**src/rtl/regfile_write_arbiter_if.sv**
```systemverilog
// -----------------------------------------------------------------------------
// regfile_write_arbiter_if
//   Bundle of the per-requester valid/ready write-request signals that feed
//   regfile_write_arbiter.
//
//   req_valid  [NREQ]          per-requester write request
//   req_addr   [NREQ*ADDR_W]   target register, requester i at [i*ADDR_W +: ADDR_W]
//   req_data   [NREQ*DATA_W]   write data, requester i at [i*DATA_W +: DATA_W]
//   req_ready  [NREQ]          one-hot grant back to the requesters
//
//   master : requester side (drives valid/addr/data, observes ready)
//   slave  : arbiter side   (observes valid/addr/data, drives ready)
// -----------------------------------------------------------------------------
interface regfile_write_arbiter_if #(
  parameter int NREQ   = 3,
  parameter int ADDR_W = 2,
  parameter int DATA_W = 8
);
  logic [NREQ-1:0]        req_valid;
  logic [NREQ*ADDR_W-1:0] req_addr;
  logic [NREQ*DATA_W-1:0] req_data;
  logic [NREQ-1:0]        req_ready;

  modport master (output req_valid, output req_addr, output req_data, input req_ready);
  modport slave  (input req_valid, input req_addr, input req_data, output req_ready);
endinterface

```
**src/rtl/regfile_write_arbiter.sv**
```systemverilog
// -----------------------------------------------------------------------------
// regfile_write_arbiter
//   Owns the single write port of the register file and shares it among NREQ
//   requesters with valid/ready round-robin arbitration. After reset, or when
//   reinit is pulsed, an init sequencer writes INIT_VAL into every register
//   before arbitration opens. Every accepted request reaches the register file
//   exactly one cycle after its handshake.
//
//   clk         system clock, rising edge
//   reset_n     asynchronous active-low reset
//   req         request bundle (slave modport): req_valid/req_addr/req_data in,
//               req_ready out (combinational, one-hot)
//   reinit      restart the init sequence
//   busy        high while the init sequence is running
//   reg_w       register file write address   (registered)
//   write_data  register file write data      (registered)
//   do_write    register file write enable    (registered)
//
//   Build option: define ARB_FIXED_PRIO_EN to replace round-robin with fixed
//   priority (lowest index wins); the round-robin pointer is then removed.
// -----------------------------------------------------------------------------
module regfile_write_arbiter #(
  parameter int NREQ     = 3,
  parameter int NUM_REGS = 4,
  parameter int ADDR_W   = 2,
  parameter int DATA_W   = 8,
  parameter int INIT_VAL = 0
) (
  input  logic                     clk,
  input  logic                     reset_n,
  regfile_write_arbiter_if.slave   req,
  input  logic                     reinit,
  output logic                     busy,
  output logic [ADDR_W-1:0]        reg_w,
  output logic [DATA_W-1:0]        write_data,
  output logic                     do_write
);

  localparam int PTR_W = $clog2(NREQ);
  localparam int IDX_W = (NUM_REGS > 1) ? $clog2(NUM_REGS) : 1;

  typedef enum logic {ST_INIT, ST_ARB} state_e;

  state_e              state_q, state_d;
  logic [IDX_W-1:0]    idx_q, idx_d;
  logic                do_write_q, do_write_d;
  logic [ADDR_W-1:0]   reg_w_q, reg_w_d;
  logic [DATA_W-1:0]   write_data_q, write_data_d;
`ifndef ARB_FIXED_PRIO_EN
  logic [PTR_W-1:0]    rr_ptr_q, rr_ptr_d;
`endif

  logic                found;
  int                  gnt;
  logic [NREQ-1:0]     grant;

  // Winner search: first valid requester starting at the priority pointer.
  // The candidate index is wrapped with a compare-and-subtract so that
  // non-power-of-two NREQ never aliases onto a non-existent requester.
  always_comb begin
    found = 1'b0;
    gnt   = 0;
    for (int k = 0; k < NREQ; k++) begin
      int cand;
`ifdef ARB_FIXED_PRIO_EN
      cand = k;
`else
      cand = int'(rr_ptr_q) + k;
      if (cand >= NREQ) cand = cand - NREQ;
`endif
      if (!found && req.req_valid[cand]) begin
        found = 1'b1;
        gnt   = cand;
      end
    end
  end

  always_comb begin
    // NOTE: every output of this block gets a default first, so no path leaves
    // a variable unassigned and no latch is inferred.
    state_d      = state_q;
    idx_d        = idx_q;
    do_write_d   = 1'b0;
    reg_w_d      = reg_w_q;
    write_data_d = write_data_q;
    grant        = '0;
`ifndef ARB_FIXED_PRIO_EN
    rr_ptr_d     = rr_ptr_q;
`endif

    unique case (state_q)
      ST_INIT: begin
        do_write_d   = 1'b1;
        reg_w_d      = ADDR_W'(idx_q);
        write_data_d = DATA_W'(INIT_VAL);
        if (reinit) begin
          idx_d = '0;
        end else if (idx_q == IDX_W'(NUM_REGS - 1)) begin
          idx_d   = '0;
          state_d = ST_ARB;
        end else begin
          idx_d = idx_q + 1'b1;
        end
      end

      ST_ARB: begin
        // reinit blocks the grant so nothing is accepted in the cycle that
        // hands the port back to the init sequencer.
        if (reinit) begin
          idx_d   = '0;
          state_d = ST_INIT;
        end else if (found) begin
          grant[gnt]   = 1'b1;
          do_write_d   = 1'b1;
          reg_w_d      = req.req_addr[gnt*ADDR_W +: ADDR_W];
          write_data_d = req.req_data[gnt*DATA_W +: DATA_W];
`ifndef ARB_FIXED_PRIO_EN
          rr_ptr_d     = (gnt == NREQ - 1) ? '0 : PTR_W'(gnt + 1);
`endif
        end
      end

      default: state_d = ST_INIT;
    endcase
  end

  // NOTE: state registers use non-blocking assignments so every flop samples
  // the pre-edge value of every other flop, independent of process order.
  always_ff @(posedge clk or negedge reset_n) begin
    if (!reset_n) begin
      state_q      <= ST_INIT;
      idx_q        <= '0;
      do_write_q   <= 1'b0;
      reg_w_q      <= '0;
      write_data_q <= '0;
`ifndef ARB_FIXED_PRIO_EN
      rr_ptr_q     <= '0;
`endif
    end else begin
      state_q      <= state_d;
      idx_q        <= idx_d;
      do_write_q   <= do_write_d;
      reg_w_q      <= reg_w_d;
      write_data_q <= write_data_d;
`ifndef ARB_FIXED_PRIO_EN
      rr_ptr_q     <= rr_ptr_d;
`endif
    end
  end

  assign req.req_ready = grant;
  assign busy          = (state_q == ST_INIT);
  assign do_write      = do_write_q;
  assign reg_w         = reg_w_q;
  assign write_data    = write_data_q;

endmodule

```
**src/flat_wrapper.sv**
```systemverilog
// flat-port wrapper written by rule: the top's interface ports become plain ports
module regfile_write_arbiter_flat 
#(
  parameter int NREQ     = 3,
  parameter int NUM_REGS = 4,
  parameter int ADDR_W   = 2,
  parameter int DATA_W   = 8,
  parameter int INIT_VAL = 0
)
  (clk, reset_n, reinit, busy, reg_w, write_data, do_write, req_req_valid, req_req_addr, req_req_data, req_req_ready);
  regfile_write_arbiter_if #(.NREQ(NREQ), .ADDR_W(ADDR_W), .DATA_W(DATA_W)) req_i ();
  input  logic clk;
  input  logic reset_n;
  input  logic reinit;
  output logic busy;
  output logic [ADDR_W-1:0] reg_w;
  output logic [DATA_W-1:0] write_data;
  output logic do_write;
  input wire logic [$bits(req_i.req_valid)-1:0] req_req_valid;
  input wire logic [$bits(req_i.req_addr)-1:0] req_req_addr;
  input wire logic [$bits(req_i.req_data)-1:0] req_req_data;
  output wire logic [$bits(req_i.req_ready)-1:0] req_req_ready;
  assign req_i.req_valid = req_req_valid;
  assign req_i.req_addr = req_req_addr;
  assign req_i.req_data = req_req_data;
  assign req_req_ready = req_i.req_ready;
  regfile_write_arbiter #(.NREQ(NREQ), .NUM_REGS(NUM_REGS), .ADDR_W(ADDR_W), .DATA_W(DATA_W), .INIT_VAL(INIT_VAL)) u_core (.clk(clk), .reset_n(reset_n), .req(req_i), .reinit(reinit), .busy(busy), .reg_w(reg_w), .write_data(write_data), .do_write(do_write));
endmodule
```
**config.mk**
```make
export PLATFORM = sky130hd
export DESIGN_NAME = regfile_write_arbiter_flat
export DESIGN_NICKNAME = d
export VERILOG_FILES = /design/src/rtl/regfile_write_arbiter_if.sv /design/src/rtl/regfile_write_arbiter.sv /design/src/flat_wrapper.sv
export SDC_FILE = /design/constraint.sdc
export NUM_CORES = 1
export LEC_CHECK = 0
export CAP_MARGIN = 30
export CELL_PAD_IN_SITES_DETAIL_PLACEMENT = 0
export CELL_PAD_IN_SITES_GLOBAL_PLACEMENT = 1
export CORE_MARGIN = 5
export CORE_UTILIZATION = 34
export CTS_CLUSTER_DIAMETER = 40
export CTS_CLUSTER_SIZE = 20
export DETAILED_ROUTE_END_ITERATION = 6
export GPL_TIMING_DRIVEN = 0
export PLACE_DENSITY = 0.87
export SLEW_MARGIN = 10
export SYNTH_ARGS = -nofsm -noshare
export SYNTH_HDL_FRONTEND = slang
export SYNTH_SLANG_ARGS = --single-unit
```
**constraint.sdc**
```tcl
create_clock -name clk -period 8.7 [get_ports clk]
set_clock_uncertainty 0.1 [all_clocks]
set_input_delay 1.74 -clock clk [delete_from_list [all_inputs] [get_ports clk]]
set_output_delay 1.74 -clock clk [all_outputs]
set_load 0.01 [all_outputs]
```
==> impl_metrics.json <==
{
  "status": "finished, final reports clean",
  "grt_antenna_before_repair": 0,
  "hold_viol_final": 0,
  "drv_slew": 0,
  "p_leak_nw": 0.788,
  "htree_levels": 1,
  "place_congestion": 0.862,
  "dieArea_um2": 5260,
  "syn-num-nets": 192,
  "synth.distinct_cells": 38,
  "hpwlAfterDp_um": 2980,
  "synthArstFlopShare": 1.00,
  "synth_area_um2": 1330,
  "finalCritPeriodShare": 0.745,
  "synth-seq-cells": 16,
  "hold_path.class": "register to register",
  "cts-root-buf": "clkbuf_8",
  "slowest_delay_ns": 0.61,
  "clock_latency_ns": 0.25,
  "pin_count": 51,
  "slew_headroom": 0.403,
  "areaGrowthSynthToFinish_pct": 46.3,
  "drc": 0,
  "clock.fmax_ghz": 0.154,
  "drt_iter0_markers": 47,
  "die_h_um": 72.5,
  "coreArea_um2": 3720,
  "grt_overflow_total": 0,
  "worstSetupPathType": "primary input to output pin",
  "synth-main-ff-cell": "dfrtp_1",
  "yosys.area.top_type": "dfrtp_1",
  "rsz0062_at_grt": "false",
  "min_period_ns": 6.48,
  "layout-drive-gt1-share": 0.0960,
  "io_buffers": 50,
  "grt.total_usage": 0.144,
  "cp_top_family": "buffers and inverters",
  "worstPathArrival_ns": 4.64,
  "synth_edf_count": 0,
  "ant_nets": 0,
  "cellPowerDensity_nw_per_um2": 225,
  "netlist.area_leader.share": 0.301,
  "cts-buffers-inserted": 3,
  "p_total_mw": 0.439,
  "post_cts_buffers": 0,
  "rows": 22,
  "cts_hold_buf": 0,
  "fin_area_um2": 1950,
  "drv_cap": 0,
  "cts_tree": "done",
  "dp.cells": 242,
  "slowest_stage": "clkdlybuf4s50_1",
  "path_max_fanout": 10,
  "vias": 1300,
  "worstSetupEndpointType": "output pin",
  "final_core_util": 0.524,
  "clk_pin_slew_ns": 0.06,
  "cp.required_ns": 6.86,
  "ir_worst_vdd_v": 0.000113,
  "firstDrtPassIters": 4,
  "grt_pass1_vias": 1338,
  "cts_max_path_buffers": 2,
  "cts_resized": 0,
  "synthCells": 144,
  "routed_via_density": 5.28,
  "yosys_warnings": 0,
  "routed_wirelength_um": 3660,
  "yosys-top-cells-area": "dfrtp_1, ha_1, mux2i_1, a32oi_1, a21oi_1",
  "grt_pass1_wl_um": 6110,
  "post_dp_cell_area_um2": 1890,
  "crit_chain": "clkdlybuf4s50_1, mux2i_1, o2bb2ai_2, o31ai_1, or3_1, buf_6, inv_6, buf_12, ha_1, o21ai_0, nor2_1, clkdlybuf4s50_1",
  "start_util": 0.358,
  "syn_area_per_cell_um2": 9.24,
  "cp_common_cell": "clkdlybuf4s50_1",
  "finalSetupViolCount": 0,
  "startpoint_type": "primary input",
  "setup-tns-final_ns": 0,
  "ys_seq_area_frac": 0.301,
  "grt_max_degree": 17,
  "n_antenna_cell": 0,
  "fin_cells": 246,
  "fin_nets": 247,
  "cts.sinks": 16,
  "die_width_um": 72.5,
  "path_buf_inv": 5,
  "wire_per_inst_um": 14.9,
  "worst_pin_slew_ns": 0.882
}
## worst reg2reg max path, cell delays in order (launching register included)
cell      delay, ns
dfrtp_1        0.46
inv_1          0.11
ha_1           0.28
buf_2          0.20
mux2_2         0.35
nand3b_1       0.10
o31ai_1        0.08
or3_1          0.40
buf_6          0.15
inv_6          0.06
buf_12         0.13
ha_1           0.14
o21ai_0        0.14
nand2_1        0.11
o21ai_0        0.08
## synthesized netlist by cell type (3+ instances only)
master and count:
o21ai_0 6, nand2_1 8, o31ai_1 3, o21ai_1 8, dfrtp_1 16, nand4b_1 3
a32oi_1 8, nor2b_1 3, ha_1 12, nor2_1 10, inv_1 11, a21oi_1 9
nand2b_1 3, mux2i_1 11
## cells by family after synthesis
| logic type | count (synthesis) | synth area share |
|---|---|---|
| AOI/OAI and AO/OA | 46 | 0.249 |
| DFF | 16 | 0.301 |
| and+or+nand+nor | 40 | 0.166 |
| adders and majority gates | 12 | 0.113 |
| muxes | 12 | 0.0913 |
| buffers and inverters | 18 | 0.0800 |
## flip-flops by register name, summed over array words and instances, names as in the netlist
register and cells:
u_core.write_data 8, u_core.state_q 1, u_core.reg_w 2, u_core.do_write 1, u_core.idx_q 2, u_core.rr_ptr_q 2
## power by group
part	internal, mW	switching, mW
sequential	0.0864	0.0120
clock	0.0401	0.0253
combinational	0.128	0.147
## final cells by class
| cell class | count | area (um^2) |
|---|---|---|
| fill | 379 | 1770 |
| clock buffer | 4 | 55.1 |
| tap | 48 | 60.1 |
| multi-input combinational | 110 | 823 |
| timing repair buffer | 50 | 500 |
| inverter | 12 | 50.0 |
| sequential | 16 | 400 |
| buffer | 6 | 56.3 |
## final timing paths
check	start	to	slack, ns	cells after the start
setup / recovery	req_req_valid[2]	req_req_ready[2]	2.22	12
hold / removal	u_core.write_data[1]	u_core.write_data[1]	0.40	2
setup reg to reg	u_core.rr_ptr_q[1]	u_core.rr_ptr_q[0]	5.65	14
hold reg to reg	u_core.write_data[1]	u_core.write_data[1]	0.40	2
max in group asynchronous	reset_n	u_core.write_data[5]	6.22	1
min in group asynchronous	reset_n	u_core.write_data[3]	1.83	1
## metal layers
metal  track usage  routed length (um)  vias up
met3        0.0263                 108        4
met5             0                   0        -
met4        0.0307                  45        0
met2         0.256                1960       28
met1         0.180                1550      633
li1              -                   -      635
## layout by cell type, fill, tap and decap left out, drive strengths merged, types with 3 or more instances in the layout
master / instances
nand2: 8
clkbuf: 4
dfrtp: 16
o31ai: 5
inv: 12
nand2b: 3
o21ai: 14
nand4b: 3
mux2i: 11
nor2: 10
a21oi: 9
a32oi: 8
nor3: 4
buf: 6
clkdlybuf4s50: 50
nor2b: 3
ha: 12
## per-stage QoR
step / setup slack, ns / hold WS (ns)
floorplan: 3.56 / 0.402
global route: 1.97 / 0.432
finish: 2.22 / 0.403
CTS: 2.18 / 0.404
global placement: 2.27 / 0.382
detailed placement: 2.21 / 0.388
No activity file was read; power rests on OpenSTA's default activity.
